**src/rtl/ray_sphere_intersector.sv**
```systemverilog
// ray_sphere_intersector
//   Casts an orthographic ray along +z from screen pixel (x,y) against one
//   sphere. It produces the front hit point {z,y,x} and a hit flag for
//   color_determinator.
//   The depth term sqrt(R^2 - dx^2 - dy^2) comes from a restoring bit-serial
//   square root. The root takes 12 cycles and yields one result bit per cycle.
//
// Ports
//   clk, rst                 single clock, synchronous active-high reset
//   in_valid/in_ready        pixel request handshake (pixel_x, pixel_y)
//   out_valid/out_ready      result handshake
//   intersection_location    [0]=x, [1]=y, [2]=z of hit point (0 on miss)
//   is_intersecting          ray hits the sphere
//
// Optional feature macro: RAY_SPHERE_RUNTIME_SPHERE_EN
//   When this macro is defined, the ports sphere_cx/cy/cz/r are added.
//   They are sampled on each accept and override the SPHERE_* parameters
//   for that request.
module ray_sphere_intersector #(
  parameter logic [11:0] SPHERE_CX = 12'd320,
  parameter logic [11:0] SPHERE_CY = 12'd240,
  parameter logic [11:0] SPHERE_CZ = 12'd1024,
  parameter logic [11:0] SPHERE_R  = 12'd100
) (
  input  logic             clk,
  input  logic             rst,
  input  logic             in_valid,
  output logic             in_ready,
  input  logic [11:0]      pixel_x,
  input  logic [11:0]      pixel_y,
  output logic             out_valid,
  input  logic             out_ready,
  output logic [2:0][11:0] intersection_location,
  output logic             is_intersecting
`ifdef RAY_SPHERE_RUNTIME_SPHERE_EN
  ,
  input  logic [11:0]      sphere_cx,
  input  logic [11:0]      sphere_cy,
  input  logic [11:0]      sphere_cz,
  input  logic [11:0]      sphere_r
`endif
);

  localparam logic [1:0] IDLE   = 2'd0;
  localparam logic [1:0] SQUARE = 2'd1;
  localparam logic [1:0] ROOT   = 2'd2;
  localparam logic [1:0] HOLD   = 2'd3;

  logic [1:0]  state;
  logic [11:0] x_q, y_q;
  logic [23:0] rad_q;   // radicand, consumed two bits per step from the top
  logic [13:0] rem_q;   // partial remainder, always <= 2*root < 2^13
  logic [11:0] root_q;
  logic [3:0]  cnt_q;

  // Active sphere geometry
  logic [11:0] cx, cy, cz, r;

`ifdef RAY_SPHERE_RUNTIME_SPHERE_EN
  logic [11:0] cx_q, cy_q, cz_q, r_q;

  // The parameters serve as the power-up sphere. Every request overwrites
  // these registers at accept time, so a request never sees the reset values.
  always_ff @(posedge clk) begin
    if (rst) begin
      cx_q <= SPHERE_CX;
      cy_q <= SPHERE_CY;
      cz_q <= SPHERE_CZ;
      r_q  <= SPHERE_R;
    end else if (state == IDLE && in_valid) begin
      cx_q <= sphere_cx;
      cy_q <= sphere_cy;
      cz_q <= sphere_cz;
      r_q  <= sphere_r;
    end
  end

  assign cx = cx_q;
  assign cy = cy_q;
  assign cz = cz_q;
  assign r  = r_q;
`else
  assign cx = SPHERE_CX;
  assign cy = SPHERE_CY;
  assign cz = SPHERE_CZ;
  assign r  = SPHERE_R;
`endif

  assign in_ready = (state == IDLE) && !rst;

  // ------------------------------------------------------------------
  // SQUARE stage: d = R^2 - dx^2 - dy^2 at full precision.
  // |dx|,|dy| <= 4095, so every square fits in 24 bits unsigned.
  // The worst case d = -2*4095^2 still fits in signed 26 bits.
  // ------------------------------------------------------------------
  logic signed [12:0] dx, dy;
  logic        [23:0] dx_sq, dy_sq, r_sq;
  logic signed [25:0] d;

  always_comb begin
    dx    = $signed({1'b0, x_q}) - $signed({1'b0, cx});
    dy    = $signed({1'b0, y_q}) - $signed({1'b0, cy});
    dx_sq = 24'(dx * dx);
    dy_sq = 24'(dy * dy);
    r_sq  = {12'd0, r} * {12'd0, r};
    d     = $signed({2'b00, r_sq}) - $signed({2'b00, dx_sq}) - $signed({2'b00, dy_sq});
  end

  // ------------------------------------------------------------------
  // One restoring square-root step. The next radicand bit pair is appended
  // to the remainder, and the trial value 4*root+1 is subtracted if it fits.
  // ------------------------------------------------------------------
  logic [15:0] rem_sh, trial;
  logic        take;
  logic [11:0] root_nx;
  logic [11:0] z_nx;

  always_comb begin
    rem_sh  = {rem_q, rad_q[23:22]};
    trial   = {2'b00, root_q, 2'b01};
    take    = (rem_sh >= trial);
    root_nx = {root_q[10:0], take};
    // Points with a depth larger than the sphere centre would lie behind
    // z=0, so they are clamped to the screen plane.
    z_nx    = (root_nx > cz) ? 12'd0 : (cz - root_nx);
  end

  always_ff @(posedge clk) begin
    if (rst) begin
      state                 <= IDLE;
      x_q                   <= '0;
      y_q                   <= '0;
      rad_q                 <= '0;
      rem_q                 <= '0;
      root_q                <= '0;
      cnt_q                 <= '0;
      out_valid             <= 1'b0;
      is_intersecting       <= 1'b0;
      intersection_location <= '0;
    end else begin
      case (state)
        IDLE: begin
          if (in_valid) begin
            x_q   <= pixel_x;
            y_q   <= pixel_y;
            state <= SQUARE;
          end
        end
        SQUARE: begin
          if (d < 0) begin
            is_intersecting       <= 1'b0;
            intersection_location <= '0;
            out_valid             <= 1'b1;
            state                 <= HOLD;
          end else begin
            // Because d <= R^2 < 2^24, the low 24 bits hold the whole value.
            rad_q  <= d[23:0];
            rem_q  <= '0;
            root_q <= '0;
            cnt_q  <= 4'd11;
            state  <= ROOT;
          end
        end
        ROOT: begin
          rem_q  <= take ? 14'(rem_sh - trial) : rem_sh[13:0];
          root_q <= root_nx;
          rad_q  <= {rad_q[21:0], 2'b00};
          cnt_q  <= cnt_q - 4'd1;
          if (cnt_q == 4'd0) begin
            intersection_location[0] <= x_q;
            intersection_location[1] <= y_q;
            intersection_location[2] <= z_nx;
            is_intersecting          <= 1'b1;
            out_valid                <= 1'b1;
            state                    <= HOLD;
          end
        end
        HOLD: begin
          if (out_ready) begin
            out_valid <= 1'b0;
            state     <= IDLE;
          end
        end
        default: state <= IDLE;
      endcase
    end
  end

endmodule

```
**config.mk**
```make
export PLATFORM = sky130hd
export DESIGN_NAME = ray_sphere_intersector
export DESIGN_NICKNAME = d
export VERILOG_FILES = /design/src/rtl/ray_sphere_intersector.sv
export SDC_FILE = /design/constraint.sdc
export NUM_CORES = 1
export LEC_CHECK = 0
export ABC_AREA = 0
export CORE_UTILIZATION = 50
export DETAILED_ROUTE_END_ITERATION = 8
export PLACE_DENSITY = 0.8
export SLEW_MARGIN = 15
export SYNTH_ARGS = -nofsm -noshare
export SYNTH_HDL_FRONTEND = slang
export SYNTH_SLANG_ARGS = --single-unit
export TNS_END_PERCENT = 10
```
**constraint.sdc**
```tcl
create_clock -name clk -period 9.4 [get_ports clk]
set_clock_uncertainty 0.1 [all_clocks]
set_input_delay 1.88 -clock clk [delete_from_list [all_inputs] [get_ports clk]]
set_output_delay 1.88 -clock clk [all_outputs]
set_load 0.02 [all_outputs]
```
==> flow_summary.ini, run 1 <==
[synth]
post_synth_and_or_nand_nor_area_fraction_pct = 16.6
synth-edff-count = 0
ys_ff_latch = 118
asyncSetResetFlopFracSynth_pct = 0
yosys_warning_count = 0
synth-compound-area-share_pct = 10.7
yosysUniqueCellTypes = 73
post_synthesis_instance_area_um2 = 18300
synth.area.mux_share_pct = 4.37
synth.top_cells.by_area = fa_1, dfxtp_1, ha_1
synth.largest_area_cell = fa_1
seq_area_frac_synth_pct = 12.9
synthesis.instances = 2112
largest_family_of_logic_cells_by_synthesized_area = adder cells
adder_cell_share_of_the_synthesized_area_pct = 41.1
synth_xor_area_share_pct = 5.03
dominantRegCellSynth = dfxtp_1
synthDominantCellAreaShare_pct = 28.9
syn_area_per_cell_um2 = 8.65

[detailed_routing]
wl_per_cell_um = 16.7
vias = 14900
dr_drc_count = 0
vias_per_cell = 5.62
drt_wl_total_mm = 44.3
drt_iter0_markers = 841
first_drt_pass_iteration_count = 5
postRouteAntennaNets = 0

[min_path]
worstHoldStart = intersection_location[6]$_SDFFE_PP0P_
timing.hold.worst_path_depth = 2
hold_path_end = intersection_location[6]$_SDFFE_PP0P_
min_path_type = reg -> reg

[worst_setup_path]
cp_max_fo = 11
worstReg2RegStart = x_q[6]$_SDFFE_PP0P_
critical-path-max-stage-delay_ps = 620
critical_path.slowest_cell = fa_1
setup.worst_path.class = reg -> reg
reg2regPathDepth = 32
critPathLaunchType = flop
r2r-end = intersection_location[23]$_SDFFE_PP0P_
worst-endpoint-arrival_ps = 9320
path_common_cell = fa_1
sort_of_element_at_the_end_of_the_critical_path = flop
ff2ff_setup_slack_ps = 340
cp.required_ps = 9660

[floorplanning]
floorplan.io_pins = 67
initial_core_util_pct = 51.1
height_of_the_chip_um = 193
std_cell_rows = 69
core_area_um2 = 35700
floorplan.die.width_um = 193
die_area_um2 = 37300

[cts]
clock_insertion_delay_worst_skew_ps = 440
hold_bufs_inserted_after_cts = 0
clkSlewWorstSetupHoldPaths_ps = 50
cts-htree-levels = 4
cts-buffers-inserted = 17
tritoncts = built
number_of_clock_sinks_seen_by_cts = 118
root_buffer = clkbuf_16
longest_clk_path_bufs = 2

[timing]
setup_viol = 0
fin_crit_ps = 9060
tightest_slew_ps = 1170
timing.final.max_slew_violations = 0
final.hold.worst_slack_ps = 360
worst_max_slew_margin_expressed_relative_to_the_limit_pct = 21.8
max_freq_mhz = 110
finalHoldViolCount = 0
fin_crit_sh_pct = 96.4
setup_total_negative_slack_ps = 0

[place]
globalplace.congestion = 0.930
numPortBuffers = 66
detailed_place_hpwl_mm = 34.9
dpl-instance-area_um2 = 19700
post-place-cells = 2624

[global_route]
via_count_of_the_first_global_routing_pass = 15600
globalRouteOverflowTotal = 0
grtUsageTotal_pct = 24.9
grt_max_degree = 78
antenna_violations_before_repair = 0
first_pass_grt_wire_length_mm = 74.3

[final_layout]
antenna_cells_inserted = 0
layout_common_cells = inv_1, nand2_1, fa_1
num-nets-final = 2658
finalNonFillerCells = 2658
syn2layout_area_growth_pct = 12.1
final_common_cell = inv_1
design_area_um2 = 20500
drive_above_1_share_pct = 6.65

[job]
max_cap_violations = 0

[outcome]
run_status = finished clean
==> per-layer routing <==
layer  vias up  GRT usage, %  wire length (µm)
li1       6981             -                 -
met1      7411          31.1             18100
met2       461          44.1             22400
met3        90          3.66              2600
met4         0          7.63              1120
met5         -             0                 0
==> cell type report <==
cell class	instances	area, µm²
repair buffers	131	1240
multi-input cells	1556	14400
flip-flops and latches	118	2370
well taps	461	577
inverters	364	1370
clock buffers	19	453
clock inverters	9	82.6
fillers	3039	15300
==> worst max-delay path, delay by kind of cell, from the launching register on <==
| family | cells | cell delay (ps) |
|---|---|---|
| adders and majority gates | 9 | 3840 |
| and+or+nand+nor | 10 | 2130 |
| AOI/OAI and AO/OA | 6 | 1250 |
| buffers and inverters | 5 | 970 |
| DFF | 1 | 340 |
| muxes | 1 | 190 |
| xor gates and xnor gates | 1 | 170 |
==> through the flow <==
stage	setup WS [ps]	utilization [%]
floorplan	3.25	-
global placement	82.6	55.2
detailed placement	-210	55.2
CTS	-9.56	56.8
global route	-15.0	57.3
finish	336	57.3
==> cell usage after synthesis, types with 19 or more instances <==
master and number:
inv_1 355, clkbuf_1 60, nand2b_1 28, a21oi_1 62, a21o_1 25, or3_1 19
mux2i_1 73, nand2_1 273, fa_1 264, dfxtp_1 118, xnor2_1 66, a211oi_1 26
xor2_1 39, nand3_1 61, nor2b_1 26, o21ai_0 59, nor2_1 102, ha_1 178
and2_1 37, nor3_1 32
==> worst max path at each step <==
stage                                    from                                endpoint  slack (ps)  depth (start not counted)
final                     x_q[6]$_SDFFE_PP0P_  intersection_location[23]$_SDFFE_PP0P_         340                         32
after global routing      x_q[6]$_SDFFE_PP0P_   intersection_location[4]$_SDFFE_PP0P_         -10                         32
after CTS                 x_q[6]$_SDFFE_PP0P_  intersection_location[10]$_SDFFE_PP0P_         -10                         35
after detailed placement  x_q[6]$_SDFFE_PP0P_  intersection_location[11]$_SDFFE_PP0P_        -210                         35
after global placement    x_q[6]$_SDFFE_PP0P_                  out_valid$_SDFFE_PP0P_          80                         34
after floorplan           x_q[6]$_SDFFE_PP0P_                  rad_q[18]$_SDFFE_PP0P_           3                         36
==> cells by family after synthesis <==
family,after synthesis
adder cells (fa/ha/maj),442
multiplexers,79
AO/OA/AOI/OAI,288
AND/OR/NAND/NOR,640
other,1
flip-flops,118
buffers and inverters,439
XOR/XNOR,105
==> what timing repair did <==
| action | 4_1_cts | 5_1_grt |
|---|---|---|
| resized for setup | 5 | 25 |
| setup endpoints to repair | 85 | 93 |
| pin swaps | 1 | 13 |
| gates cloned | 0 | 2 |
| setup buffers | 0 | 4 |
==> flip-flops by register name, summed over array words and instances (netlist names) <==
name                   cells
cnt_q                      4
intersection_location     36
is_intersecting            1
out_valid                  1
rad_q                     24
rem_q                     14
root_q                    12
state                      2
x_q                       12
y_q                       12
Power of run 1 is left out: the tool's default activity adds up to more than one toggle a clock period on the data nets, which glitch-free logic cannot reach.
==> run 2, diff against run 1 <==
--- a/config.mk
+++ b/config.mk
@@ -8,7 +8,9 @@
 export ABC_AREA = 0
 export CORE_UTILIZATION = 50
 export DETAILED_ROUTE_END_ITERATION = 8
+export GPL_TIMING_DRIVEN = 0
 export PLACE_DENSITY = 0.8
+export SETUP_SLACK_MARGIN = 0.2
 export SLEW_MARGIN = 15
 export SYNTH_ARGS = -nofsm -noshare
 export SYNTH_HDL_FRONTEND = slang
==> run 2 against run 1 <==
Compared with the run above:
- the flow now finishes with violations (setup timing)
- first-iteration DRC count is 43% higher
- register-to-register slack worse by 520 ps
- clock-buffer cell count is 4 higher
- final cell count is 2.8% higher
- flip-flop and latch count stayed put
- wire length is 15% higher
- design area is 5.4% higher
- critical path depth is 8 higher
- worst hold slack worse by 4.1 ps
- via count is 6.3% higher
- critical endpoint is now root_q[1]$_SDFFE_PP0P_
- highest routed layer is now met5
==> flow_summary.ini, run 2 (synthesized netlist as in run 1, its figures left out) <==
[place]
detailed_place_hpwl_mm = 37.1
globalplace.congestion = 0.924
numPortBuffers = 66

[cts]
number_of_clock_sinks_seen_by_cts = 118
cts-htree-levels = 4
clock_insertion_delay_worst_skew_ps = 450
tritoncts = built
root_buffer = clkbuf_16
cts-buffers-inserted = 17
longest_clk_path_bufs = 2
hold_bufs_inserted_after_cts = 0
clkSlewWorstSetupHoldPaths_ps = 60

[detailed_routing]
wl_per_cell_um = 18.7
vias_per_cell = 5.81
dr_drc_count = 0
vias = 15900
drt_wl_total_mm = 51.0
postRouteAntennaNets = 0
first_drt_pass_iteration_count = 6
drt_iter0_markers = 1202

[timing]
fin_crit_ps = 9580
grt_setup_unrepaired = yes
tightest_slew_ps = 814
setup_slack_ps = -182
finalHoldViolCount = 0
timing.final.max_slew_violations = 0
setup_viol = 48
fin_crit_sh_pct = 102
max_freq_mhz = 104
worst_max_slew_margin_expressed_relative_to_the_limit_pct = 45.7

[floorplanning]
height_of_the_chip_um = 193
core_area_um2 = 35700
std_cell_rows = 69
initial_core_util_pct = 51.1
floorplan.die.width_um = 193
die_area_um2 = 37300
floorplan.io_pins = 67

[outcome]
run_status = finished with violations
violations = setup timing

[global_route]
first_pass_grt_wire_length_mm = 81.3
antenna_violations_before_repair = 1
grtUsageTotal_pct = 27.7
grt_max_degree = 17
via_count_of_the_first_global_routing_pass = 16600
globalRouteOverflowTotal = 0

[worst_setup_path]
cp_max_fo = 9
path_common_cell = fa_1
critical-path-max-stage-delay_ps = 600
critical_path.slowest_cell = fa_2
path_buf_inv = 12
setup.worst_path.class = reg -> reg
worst-endpoint-arrival_ps = 9830
critPathLaunchType = flop
cp.required_ps = 9650
critical-path-top-delay-family = adder cells
sort_of_element_at_the_end_of_the_critical_path = flop

[final_layout]
syn2layout_area_growth_pct = 18.2
biggestRegsByFlops = intersection_location x36, rad_q x24, rem_q x14
multiInputGateArea_um2 = 15000
n_fill_cell = 2860
layout_common_cells = inv_1, nand2_1, fa_1
layout.area.seq_um2 = 2370
post-route-util_pct = 60.4
antenna_cells_inserted = 0
num-nets-final = 2729
final_common_cell = inv_1
drive_above_1_share_pct = 10.7
registers.top_by_ff_count = intersection_location
largest_reg_flops = 36

[job]
max_cap_violations = 0

[min_path]
min_path_type = reg -> reg
-- run 2: cell count changes in the layout (fill, tap and decap cells not counted), moves of 6 or more --
cell | before | now
a211oi_2 | 4 | 13
ha_1 | 176 | 168
xnor2_1 | 63 | 57
ha_4 | 1 | 7
clkbuf_1 | 0 | 47
a211oi_1 | 23 | 9
xor2_1 | 39 | 31
-- run 2: worst paths after layout --
kind / startpoint / endpoint / slack [ps] / depth (start not counted)
setup / recovery: x_q[6]$_SDFFE_PP0P_ / root_q[1]$_SDFFE_PP0P_ / -180 / 40
hold reg to reg: intersection_location[7]$_SDFFE_PP0P_ / intersection_location[7]$_SDFFE_PP0P_ / 360 / 2
hold / removal: intersection_location[7]$_SDFFE_PP0P_ / intersection_location[7]$_SDFFE_PP0P_ / 360 / 2
setup reg to reg: x_q[6]$_SDFFE_PP0P_ / root_q[1]$_SDFFE_PP0P_ / -180 / 40
-- run 2: worst register-to-register path, delay by kind of cell (launching register included) --
kind	cells	cell delay [ps]
multiplexers	1	250
buffers and inverters	12	1590
AND/OR/NAND/NOR	10	2040
AO/OA/AOI/OAI	6	1130
adder cells (fa/ha/maj)	9	3590
flip-flops	1	350
XOR/XNOR	2	430
-- run 2: cell type report --
cell class	instances	area share, %
Inverter	364	6.41
Clock inverter	9	0.435
Sequential cell	118	11.0
Buffer	75	2.22
Timing Repair Buffer	127	5.64
Multi-Input combinational cell	1556	69.4
Tap cell	461	2.67
Clock buffer	23	2.26
-- run 2: through the flow --
step	hold WS, ps	setup TNS (ps)	std cells	setup WS, ps	area (µm²)
floorplan	334	0	2113	218	18300
global placement	344	-80790	2640	-954	19600
detailed placement	347	-97620	2640	-1160	19600
CTS	357	0	2712	201	21100
global route	381	-16860	2733	-291	21600
finish	356	-2530	2733	-182	21600
-- run 2: timing repair --
item                                    in CTS  in global routing
setup buffers                               39                 18
resized for setup                          123                 71
endpoints found under the setup margin      93                 93
pin swaps                                   39                 46
gates cloned                                 1                  3
-- run 2: layer usage --
layer	wire (µm)	track usage [%]	up-vias	share of wire [%]
met2	25000	47.0	749	49
met1	19400	33.7	7803	38
li1	-	-	7136	-
met4	2890	15.4	2	5.7
met5	27	0	-	0.053
met3	3730	4.16	200	7.3
Power of run 2 is left out for the same reason.
